[src/rtl/fe_pkg.sv]
// Front-end shared types for the RV32I(+M) decode stage.
// Optional M extension decode is enabled by defining RV32M_EN.
package fe_pkg;

    localparam int unsigned INSTR_W  = 32;
    localparam int unsigned REG_W    = 5;
    localparam int unsigned OPC_W    = 7;
    localparam int unsigned IMM_W    = 32;  // RV32 immediates fit in 32 bits; widened to XLEN at the output
    localparam int unsigned DEC_PC_W = 32;  // PC width held in the decode bundle

    typedef enum logic [OPC_W-1:0] {
        OPC_LOAD   = 7'b0000011,
        OPC_FENCE  = 7'b0001111,
        OPC_OP_IMM = 7'b0010011,
        OPC_AUIPC  = 7'b0010111,
        OPC_STORE  = 7'b0100011,
        OPC_OP     = 7'b0110011,
        OPC_LUI    = 7'b0110111,
        OPC_BRANCH = 7'b1100011,
        OPC_JALR   = 7'b1100111,
        OPC_JAL    = 7'b1101111,
        OPC_SYSTEM = 7'b1110011
    } RV32I_OPCODE_t;

    typedef enum logic [5:0] {
        NULL,
        LUI, AUIPC, JAL, JALR,
        BEQ, BNE, BLT, BGE, BLTU, BGEU,
        LB, LH, LW, LBU, LHU,
        SB, SH, SW,
        ADDI, SLTI, SLTIU, XORI, ORI, ANDI, SLLI, SRLI, SRAI,
        ADD, SUB, SLL, SLT, SLTU, XOR, SRL, SRA, OR, AND,
        FENCE, ECALL, EBREAK,
        MUL, MULH, MULHSU, MULHU, DIV, DIVU, REM, REMU
    } RV32I_INSTRUCTION_MNEMONIC_t;

    typedef struct packed {
        logic [DEC_PC_W-1:0]         pc;
        logic [REG_W-1:0]            rs1;
        logic [REG_W-1:0]            rs2;
        logic [REG_W-1:0]            rd;
        logic [IMM_W-1:0]            imm;
        logic [OPC_W-1:0]            opcode;
        RV32I_INSTRUCTION_MNEMONIC_t mnem;
        logic                        illegal;
    } dec_bundle_t;

    typedef enum logic [1:0] {
        EMPTY,
        ONE,
        TWO
    } dec_state_e;

endpackage

[src/rtl/rv32_decode_comb.sv]
// Combinational RV32I(+M) instruction cracker: raw bits -> dec_bundle_t.
// Defining RV32M_EN adds the M-extension mnemonics; otherwise funct7=0000001 is illegal.
module rv32_decode_comb
    import fe_pkg::*;
(
    input  logic [INSTR_W-1:0]  instr,
    input  logic [DEC_PC_W-1:0] pc,
    output dec_bundle_t         dec
);

    logic [OPC_W-1:0] opc;
    logic [2:0]       f3;
    logic [6:0]       f7;
    logic [IMM_W-1:0] imm_i, imm_s, imm_b, imm_u, imm_j;
    RV32I_INSTRUCTION_MNEMONIC_t mnem;

    assign opc   = instr[6:0];
    assign f3    = instr[14:12];
    assign f7    = instr[31:25];
    assign imm_i = {{(IMM_W-12){instr[31]}}, instr[31:20]};
    assign imm_s = {{(IMM_W-12){instr[31]}}, instr[31:25], instr[11:7]};
    assign imm_b = {{(IMM_W-12){instr[31]}}, instr[7], instr[30:25], instr[11:8], 1'b0};
    assign imm_u = {instr[31:12], 12'b0};
    assign imm_j = {{(IMM_W-20){instr[31]}}, instr[19:12], instr[20], instr[30:21], 1'b0};

    // Pick mnemonic and format fields; anything unrecognised is squashed to an illegal bundle.
    always_comb begin
        dec        = '0;
        dec.pc     = pc;
        dec.opcode = opc;
        mnem       = NULL;
        case (opc)
            OPC_LUI:   begin mnem = LUI;   dec.rd = instr[11:7]; dec.imm = imm_u; end
            OPC_AUIPC: begin mnem = AUIPC; dec.rd = instr[11:7]; dec.imm = imm_u; end
            OPC_JAL:   begin mnem = JAL;   dec.rd = instr[11:7]; dec.imm = imm_j; end
            OPC_JALR: begin
                mnem    = (f3 == 3'b000) ? JALR : NULL;
                dec.rd  = instr[11:7];
                dec.rs1 = instr[19:15];
                dec.imm = imm_i;
            end
            OPC_BRANCH: begin
                case (f3)
                    3'b000:  mnem = BEQ;
                    3'b001:  mnem = BNE;
                    3'b100:  mnem = BLT;
                    3'b101:  mnem = BGE;
                    3'b110:  mnem = BLTU;
                    3'b111:  mnem = BGEU;
                    default: mnem = NULL;
                endcase
                dec.rs1 = instr[19:15];
                dec.rs2 = instr[24:20];
                dec.imm = imm_b;
            end
            OPC_LOAD: begin
                case (f3)
                    3'b000:  mnem = LB;
                    3'b001:  mnem = LH;
                    3'b010:  mnem = LW;
                    3'b100:  mnem = LBU;
                    3'b101:  mnem = LHU;
                    default: mnem = NULL;
                endcase
                dec.rd  = instr[11:7];
                dec.rs1 = instr[19:15];
                dec.imm = imm_i;
            end
            OPC_STORE: begin
                case (f3)
                    3'b000:  mnem = SB;
                    3'b001:  mnem = SH;
                    3'b010:  mnem = SW;
                    default: mnem = NULL;
                endcase
                dec.rs1 = instr[19:15];
                dec.rs2 = instr[24:20];
                dec.imm = imm_s;
            end
            OPC_OP_IMM: begin
                case (f3)
                    3'b000:  mnem = ADDI;
                    3'b010:  mnem = SLTI;
                    3'b011:  mnem = SLTIU;
                    3'b100:  mnem = XORI;
                    3'b110:  mnem = ORI;
                    3'b111:  mnem = ANDI;
                    3'b001:  mnem = (f7 == 7'b0000000) ? SLLI : NULL;
                    3'b101:  mnem = (f7 == 7'b0000000) ? SRLI :
                                    (f7 == 7'b0100000) ? SRAI : NULL;
                    default: mnem = NULL;
                endcase
                dec.rd  = instr[11:7];
                dec.rs1 = instr[19:15];
                dec.imm = imm_i;  // shifts keep the raw I-immediate, funct7 bits included
            end
            OPC_OP: begin
                case (f7)
                    7'b0000000: begin
                        case (f3)
                            3'b000:  mnem = ADD;
                            3'b001:  mnem = SLL;
                            3'b010:  mnem = SLT;
                            3'b011:  mnem = SLTU;
                            3'b100:  mnem = XOR;
                            3'b101:  mnem = SRL;
                            3'b110:  mnem = OR;
                            default: mnem = AND;
                        endcase
                    end
                    7'b0100000: begin
                        case (f3)
                            3'b000:  mnem = SUB;
                            3'b101:  mnem = SRA;
                            default: mnem = NULL;
                        endcase
                    end
`ifdef RV32M_EN
                    7'b0000001: begin
                        case (f3)
                            3'b000:  mnem = MUL;
                            3'b001:  mnem = MULH;
                            3'b010:  mnem = MULHSU;
                            3'b011:  mnem = MULHU;
                            3'b100:  mnem = DIV;
                            3'b101:  mnem = DIVU;
                            3'b110:  mnem = REM;
                            default: mnem = REMU;
                        endcase
                    end
`endif
                    default: mnem = NULL;
                endcase
                dec.rd  = instr[11:7];
                dec.rs1 = instr[19:15];
                dec.rs2 = instr[24:20];
            end
            OPC_FENCE: begin
                mnem    = (f3 == 3'b000) ? FENCE : NULL;
                dec.rd  = instr[11:7];
                dec.rs1 = instr[19:15];
                dec.imm = imm_i;
            end
            OPC_SYSTEM: begin
                if (f3 == 3'b000 && instr[31:20] == 12'd0) begin
                    mnem = ECALL;
                end else if (f3 == 3'b000 && instr[31:20] == 12'd1) begin
                    mnem = EBREAK;
                end else begin
                    mnem = NULL;
                end
                dec.imm = imm_i;
            end
            default: mnem = NULL;
        endcase
        if (mnem == NULL) begin
            dec.rs1     = '0;
            dec.rs2     = '0;
            dec.rd      = '0;
            dec.imm     = '0;
            dec.illegal = 1'b1;
        end
        dec.mnem = mnem;
    end

endmodule

[src/rtl/rv32_decode_stage.sv]
// Registered RV32I(+M) decode stage with 2-entry skid buffer, flush and handoff counter.
// Define RV32M_EN to decode the M extension.
module rv32_decode_stage
    import fe_pkg::*;
#(
    parameter int unsigned XLEN  = 32,
    parameter int unsigned PC_W  = 32,
    parameter int unsigned CNT_W = 32
)(
    input  logic                        clk,
    input  logic                        rst_n,
    input  logic                        flush_i,
    input  logic                        in_valid_i,
    output logic                        in_ready_o,
    input  logic [INSTR_W-1:0]          in_instr_i,
    input  logic [PC_W-1:0]             in_pc_i,
    output logic                        out_valid_o,
    input  logic                        out_ready_i,
    output logic [PC_W-1:0]             out_pc_o,
    output logic [REG_W-1:0]            out_rs1_o,
    output logic [REG_W-1:0]            out_rs2_o,
    output logic [REG_W-1:0]            out_rd_o,
    output logic [XLEN-1:0]             out_imm_o,
    output logic [OPC_W-1:0]            out_opcode_o,
    output RV32I_INSTRUCTION_MNEMONIC_t out_mnem_o,
    output logic                        out_illegal_o,
    output logic [CNT_W-1:0]            dec_count_o
);

    dec_state_e       state_q, state_d;
    dec_bundle_t      main_q, main_d, skid_q, skid_d, dec;
    logic             in_ready_q, in_ready_d;
    logic             out_valid_q, out_valid_d;
    logic [CNT_W-1:0] count_q, count_d;
    logic             in_hs, out_hs;

    rv32_decode_comb u_dec (
        .instr (in_instr_i),
        .pc    (DEC_PC_W'(in_pc_i)),
        .dec   (dec)
    );

    // A flush drops any same-cycle input handshake.
    assign in_hs  = in_valid_i & in_ready_q & ~flush_i;
    assign out_hs = out_valid_q & out_ready_i;

    // Buffer occupancy, entry movement and counter next-state.
    always_comb begin
        state_d = state_q;
        main_d  = main_q;
        skid_d  = skid_q;
        if (flush_i) begin
            state_d = EMPTY;
        end else begin
            case (state_q)
                EMPTY: begin
                    if (in_hs) begin
                        main_d  = dec;
                        state_d = ONE;
                    end
                end
                ONE: begin
                    if (in_hs && out_hs) begin
                        main_d = dec;
                    end else if (in_hs) begin
                        skid_d  = dec;
                        state_d = TWO;
                    end else if (out_hs) begin
                        state_d = EMPTY;
                    end
                end
                TWO: begin
                    if (out_hs) begin
                        main_d  = skid_q;
                        state_d = ONE;
                    end
                end
                default: state_d = EMPTY;
            endcase
        end
        in_ready_d  = (state_d != TWO);
        out_valid_d = (state_d != EMPTY);
        count_d     = count_q + CNT_W'(out_hs);
    end

    // State, entries, handshake flags and counter.
    always_ff @(posedge clk or negedge rst_n) begin
        if (!rst_n) begin
            state_q     <= EMPTY;
            main_q      <= '0;
            skid_q      <= '0;
            in_ready_q  <= 1'b1;
            out_valid_q <= 1'b0;
            count_q     <= '0;
        end else begin
            state_q     <= state_d;
            main_q      <= main_d;
            skid_q      <= skid_d;
            in_ready_q  <= in_ready_d;
            out_valid_q <= out_valid_d;
            count_q     <= count_d;
        end
    end

    assign in_ready_o    = in_ready_q;
    assign out_valid_o   = out_valid_q;
    assign out_pc_o      = PC_W'(main_q.pc);
    assign out_rs1_o     = main_q.rs1;
    assign out_rs2_o     = main_q.rs2;
    assign out_rd_o      = main_q.rd;
    assign out_imm_o     = XLEN'($signed(main_q.imm));
    assign out_opcode_o  = main_q.opcode;
    assign out_mnem_o    = main_q.mnem;
    assign out_illegal_o = main_q.illegal;
    assign dec_count_o   = count_q;

endmodule
[config.mk]
export PLATFORM = sky130hd
export DESIGN_NAME = rv32_decode_stage
export DESIGN_NICKNAME = d
export VERILOG_FILES = /design/src/rtl/fe_pkg.sv /design/src/rtl/rv32_decode_comb.sv /design/src/rtl/rv32_decode_stage.sv
export SDC_FILE = /design/constraint.sdc
export NUM_CORES = 1
export LEC_CHECK = 0
export BUFFER_PORTS_ARGS = -buffer_cell sky130_fd_sc_hd__buf_2
export CAP_MARGIN = 20
export CELL_PAD_IN_SITES_DETAIL_PLACEMENT = 1
export CELL_PAD_IN_SITES_GLOBAL_PLACEMENT = 1
export CORE_AREA = 2 2 135 236
export DETAILED_ROUTE_END_ITERATION = 8
export DIE_AREA = 0 0 137 238
export GPL_ROUTABILITY_DRIVEN = 0
export PLACE_DENSITY_LB_ADDON = 0.1
export SETUP_SLACK_MARGIN = 0.3
export SLEW_MARGIN = 10
export SYNTH_ARGS = -nofsm -noshare
export SYNTH_HDL_FRONTEND = slang
export SYNTH_SLANG_ARGS = --single-unit
[constraint.sdc]
create_clock -name clk -period 4.9 [get_ports clk]
set_input_delay 0.49 -clock clk [delete_from_list [all_inputs] [get_ports clk]]
set_output_delay 0.49 -clock clk [all_outputs]
set_load 0.005 [all_outputs]
==> impl_metrics.env <==
export IMPL_run_status="finished, final reports clean"
export IMPL_comb_power_share=0.178
export IMPL_clockBufferDepth=3
export IMPL_p_int_uw=3810
export IMPL_area_growth_pct=20.0
export IMPL_ant_nets=0
export IMPL_syn_area_per_cell_um2=9.08
export IMPL_m1WireLength_mm=13.9
export IMPL_swShare=0.287
export IMPL_place_hpwl_mm=23.3
export IMPL_die_x_um=137
export IMPL_tns_ns=0
export IMPL_post_cts_setup_buffer_count=0
export IMPL_vias_per_cell=5.30
export IMPL_fmax_ghz=0.333
export IMPL_cts_resized=0
export IMPL_hold_violations=0
export IMPL_grt_pass1_wl_mm=54.0
export IMPL_cpPeakStageDelay_ns=0.57
export IMPL_powerDensity_mw_per_mm2=421
export IMPL_dr_pass1_iters=4
export IMPL_drive_gt1_frac=0.221
export IMPL_synth_nets=1236
export IMPL_start_util=0.345
export IMPL_root_buffer="clkbuf_16"
export IMPL_numCtsBuffers=23
export IMPL_synth_enable_flop_cells=0
export IMPL_routed_via_count=9141
export IMPL_setup_violations_final=0
export IMPL_nNetsFinal=1389
export IMPL_power_switching_uw=1540
export IMPL_slew_headroom=0.266
export IMPL_drc=0
export IMPL_ir_drop_v=0.000231
export IMPL_slew_violations=0
export IMPL_place_area_mm2=0.0119
export IMPL_place_port_buffers=195
export IMPL_dieArea_mm2=0.0326
export IMPL_cts_tree="built"
export IMPL_finalCritPeriodShare=0.612
export IMPL_wl_mm=34.6
export IMPL_cap_violations=0
export IMPL_crit_fanout=19
export IMPL_ios=196
export IMPL_antennaDiodeCount=0
export IMPL_met2_length_mm=18.5
export IMPL_ys_ff_latch=222
export IMPL_clockPowerShare=0.366
export IMPL_overflow=0
export IMPL_ys_seq_area_frac=0.525
export IMPL_first_global_vias=9284
export IMPL_dieHeight_um=238
export IMPL_topRoutingLayerUsed="met5"
export IMPL_cts_reportedPaths_clkPinSlew_ns=0.07
export IMPL_layout_commonest_cell="nand2_1"
export IMPL_worst_slew_pin_slew_ns=1.10
export IMPL_grt_antenna_before_repair=1
export IMPL_yosysWarnings=0
export IMPL_leakage_uw=0.00589
export IMPL_min_path_type="input port to asynchronous set/reset pin"
export IMPL_async_reset_ff_frac=1.00
export IMPL_yosys_most_used_dff="dfrtp_1"
export IMPL_slowest_stage="nand3b_1"
export IMPL_endpoint_kind="register"
export IMPL_power_frac_seq=0.456
export IMPL_routed_wl_met3_mm=1.43
export IMPL_crit_required_ns=5.23
export IMPL_design_area_mm2=0.0127
export IMPL_min_period_ns=3.00
export IMPL_crit_path_start_kind="input port"
export IMPL_drt_initial_drc_count=343
export IMPL_final_cell_mix="nand2_1 (298), dfrtp_1 (221), buf_2 (194), nor2_1 (127), a21oi_1 (59)"
export IMPL_row_count=85
export IMPL_routedWlPerCell_um=20.1
export IMPL_cts_max_level=1
export IMPL_netlist_instances=1165
export IMPL_ys_types=73
export IMPL_finClkSkew_ns=0.00750
export IMPL_core_area_mm2=0.0306
export IMPL_clock_sinks=222
export IMPL_clk_latency_ns=0.52
export IMPL_worstPathCellList="buf_2 > and4bb_1 > nand3_1 > nor2_1 > a221oi_1 > nand3b_1 > nor3_4 > buf_4 > a211oi_1"
export IMPL_rsz0062_at_grt="no"
export IMPL_grt_total_usage=0.211
export IMPL_holdBufCountCts=0
export IMPL_critPathKind="input port to register"
export IMPL_fin_hold_ws_ns=0.0258
export IMPL_syn_cell_area_mm2=0.0106
export IMPL_grt_max_degree=119
export IMPL_critPathArrivalTime_ns=3.34
-- path summary, 6_finish.rpt --
path	cells after the start	startpoint	slack, ns	endpoint
setup / recovery	9	in_instr_i[3]	1.90	skid_q[41]$_DFFE_PN0P_
hold / removal	1	rst_n	0.03	dec_count_o[14]$_DFF_PN0_
setup reg to reg	4	in_ready_o$_DFF_PN1_	1.91	skid_q[41]$_DFFE_PN0P_
hold reg to reg	1	dec_count_o[31]$_DFF_PN0_	0.47	dec_count_o[31]$_DFF_PN0_
max in group asynchronous	2	rst_n	3.71	out_imm_o[0]$_DFFE_PN0P_
min in group clk	3	in_pc_i[15]	0.18	skid_q[76]$_DFFE_PN0P_
-- kinds of logic after synthesis --
group	after synthesis	share of synthesized area
and+or+nand+nor	542	0.230
AOI/OAI and AO/OA	271	0.176
DFF	222	0.525
buffers and inverters	92	0.0365
xor gates and xnor gates	33	0.0273
muxes	3	0.00296
adders and majority gates	2	0.00236
-- flip-flops by register name, summed over array words and instances, names as in the netlist --
register,cells
dec_count_o,32
in_ready_o,1
out_illegal_o,1
out_imm_o,32
out_mnem_o,6
out_opcode_o,7
out_pc_o,32
out_rd_o,5
out_rs1_o,5
out_rs2_o,5
out_valid_o,1
skid_q,93
state_q,2
-- synth_stat cells, types with 3 or more instances --
| library cell | number | area (µm²) |
|---|---|---|
| nand2b_1 | 6 | 37.5 |
| o21ai_0 | 54 | 270 |
| and3_1 | 13 | 81.3 |
| a311oi_1 | 5 | 43.8 |
| o2bb2ai_1 | 3 | 26.3 |
| nor3_1 | 5 | 25.0 |
| a311oi_2 | 4 | 60.1 |
| o211ai_1 | 4 | 30.0 |
| o21ba_2 | 3 | 30.0 |
| o22ai_1 | 8 | 50.1 |
| o31ai_1 | 3 | 22.5 |
| dfrtp_1 | 221 | 5530 |
| o21ai_1 | 6 | 30.0 |
| nand3_1 | 23 | 115 |
| and2_1 | 3 | 18.8 |
| buf_2 | 15 | 75.1 |
| a221oi_2 | 11 | 165 |
| nand4_1 | 11 | 68.8 |
| nand2_1 | 298 | 1120 |
| a221o_1 | 5 | 50.1 |
| or3_1 | 9 | 56.3 |
| nor4_1 | 3 | 18.8 |
| buf_1 | 8 | 30.0 |
| and4_1 | 7 | 61.3 |
| or4_1 | 3 | 22.5 |
| a21o_1 | 10 | 75.1 |
| xor2_1 | 8 | 70.1 |
| clkbuf_1 | 53 | 199 |
| inv_1 | 12 | 45.0 |
| a21oi_1 | 59 | 295 |
| nor2b_1 | 6 | 37.5 |
| nand3b_1 | 6 | 45.0 |
| a22o_1 | 6 | 52.6 |
| a22oi_1 | 7 | 52.6 |
| nor2_1 | 128 | 480 |
| a211oi_1 | 22 | 165 |
| o21ai_2 | 4 | 35.0 |
| a31oi_1 | 41 | 257 |
| xnor2_1 | 25 | 219 |
| and3b_1 | 3 | 26.3 |
-- worst max-delay path, delay by kind of cell --
family / cells / cell delay, ns
buffers and inverters: 2 / 0.59
AO/OA/AOI/OAI: 2 / 0.50
AND/OR/NAND/NOR: 5 / 1.73
-- area by class of cell --
type / instances / area [µm²]
tap: 391 / 489
timing repair buffer: 208 / 1100
fill: 3550 / 17900
multi-input combinational: 851 / 4680
clock inverter: 12 / 194
sequential: 222 / 5560
clock buffer: 29 / 638
inverter: 12 / 45.0
-- power by group through the flow --
| stage | Sequential, µW | Clock [µW] | Combinational [µW] |
|---|---|---|---|
| finish | 2430 | 1960 | 952 |
| global route | 2490 | 2090 | 1090 |
| CTS | 2440 | 2020 | 979 |
| detailed placement | 2470 | 0 | 973 |
| global placement | 2460 | 0 | 948 |
| floorplan | 2430 | 0 | 522 |
-- layer usage --
metal  GRT usage  vias up
met5           0        -
met4      0.0578        2
met3      0.0227       47
met2       0.391      193
met1       0.255     4566
li1            -     4333
-- per-stage QoR --
stage                      util  setup slack, ns  total power [µW]  cells
final                     0.415             1.90              5340   1725
after global routing      0.415             1.67              5660   1725
after CTS                 0.415             1.92              5440   1725
after detailed placement  0.387             1.39              3450   1684
after global placement    0.387             1.45              3410   1683
after floorplan               -             2.46              2950   1165
No activity file was read; power rests on OpenSTA's default activity.
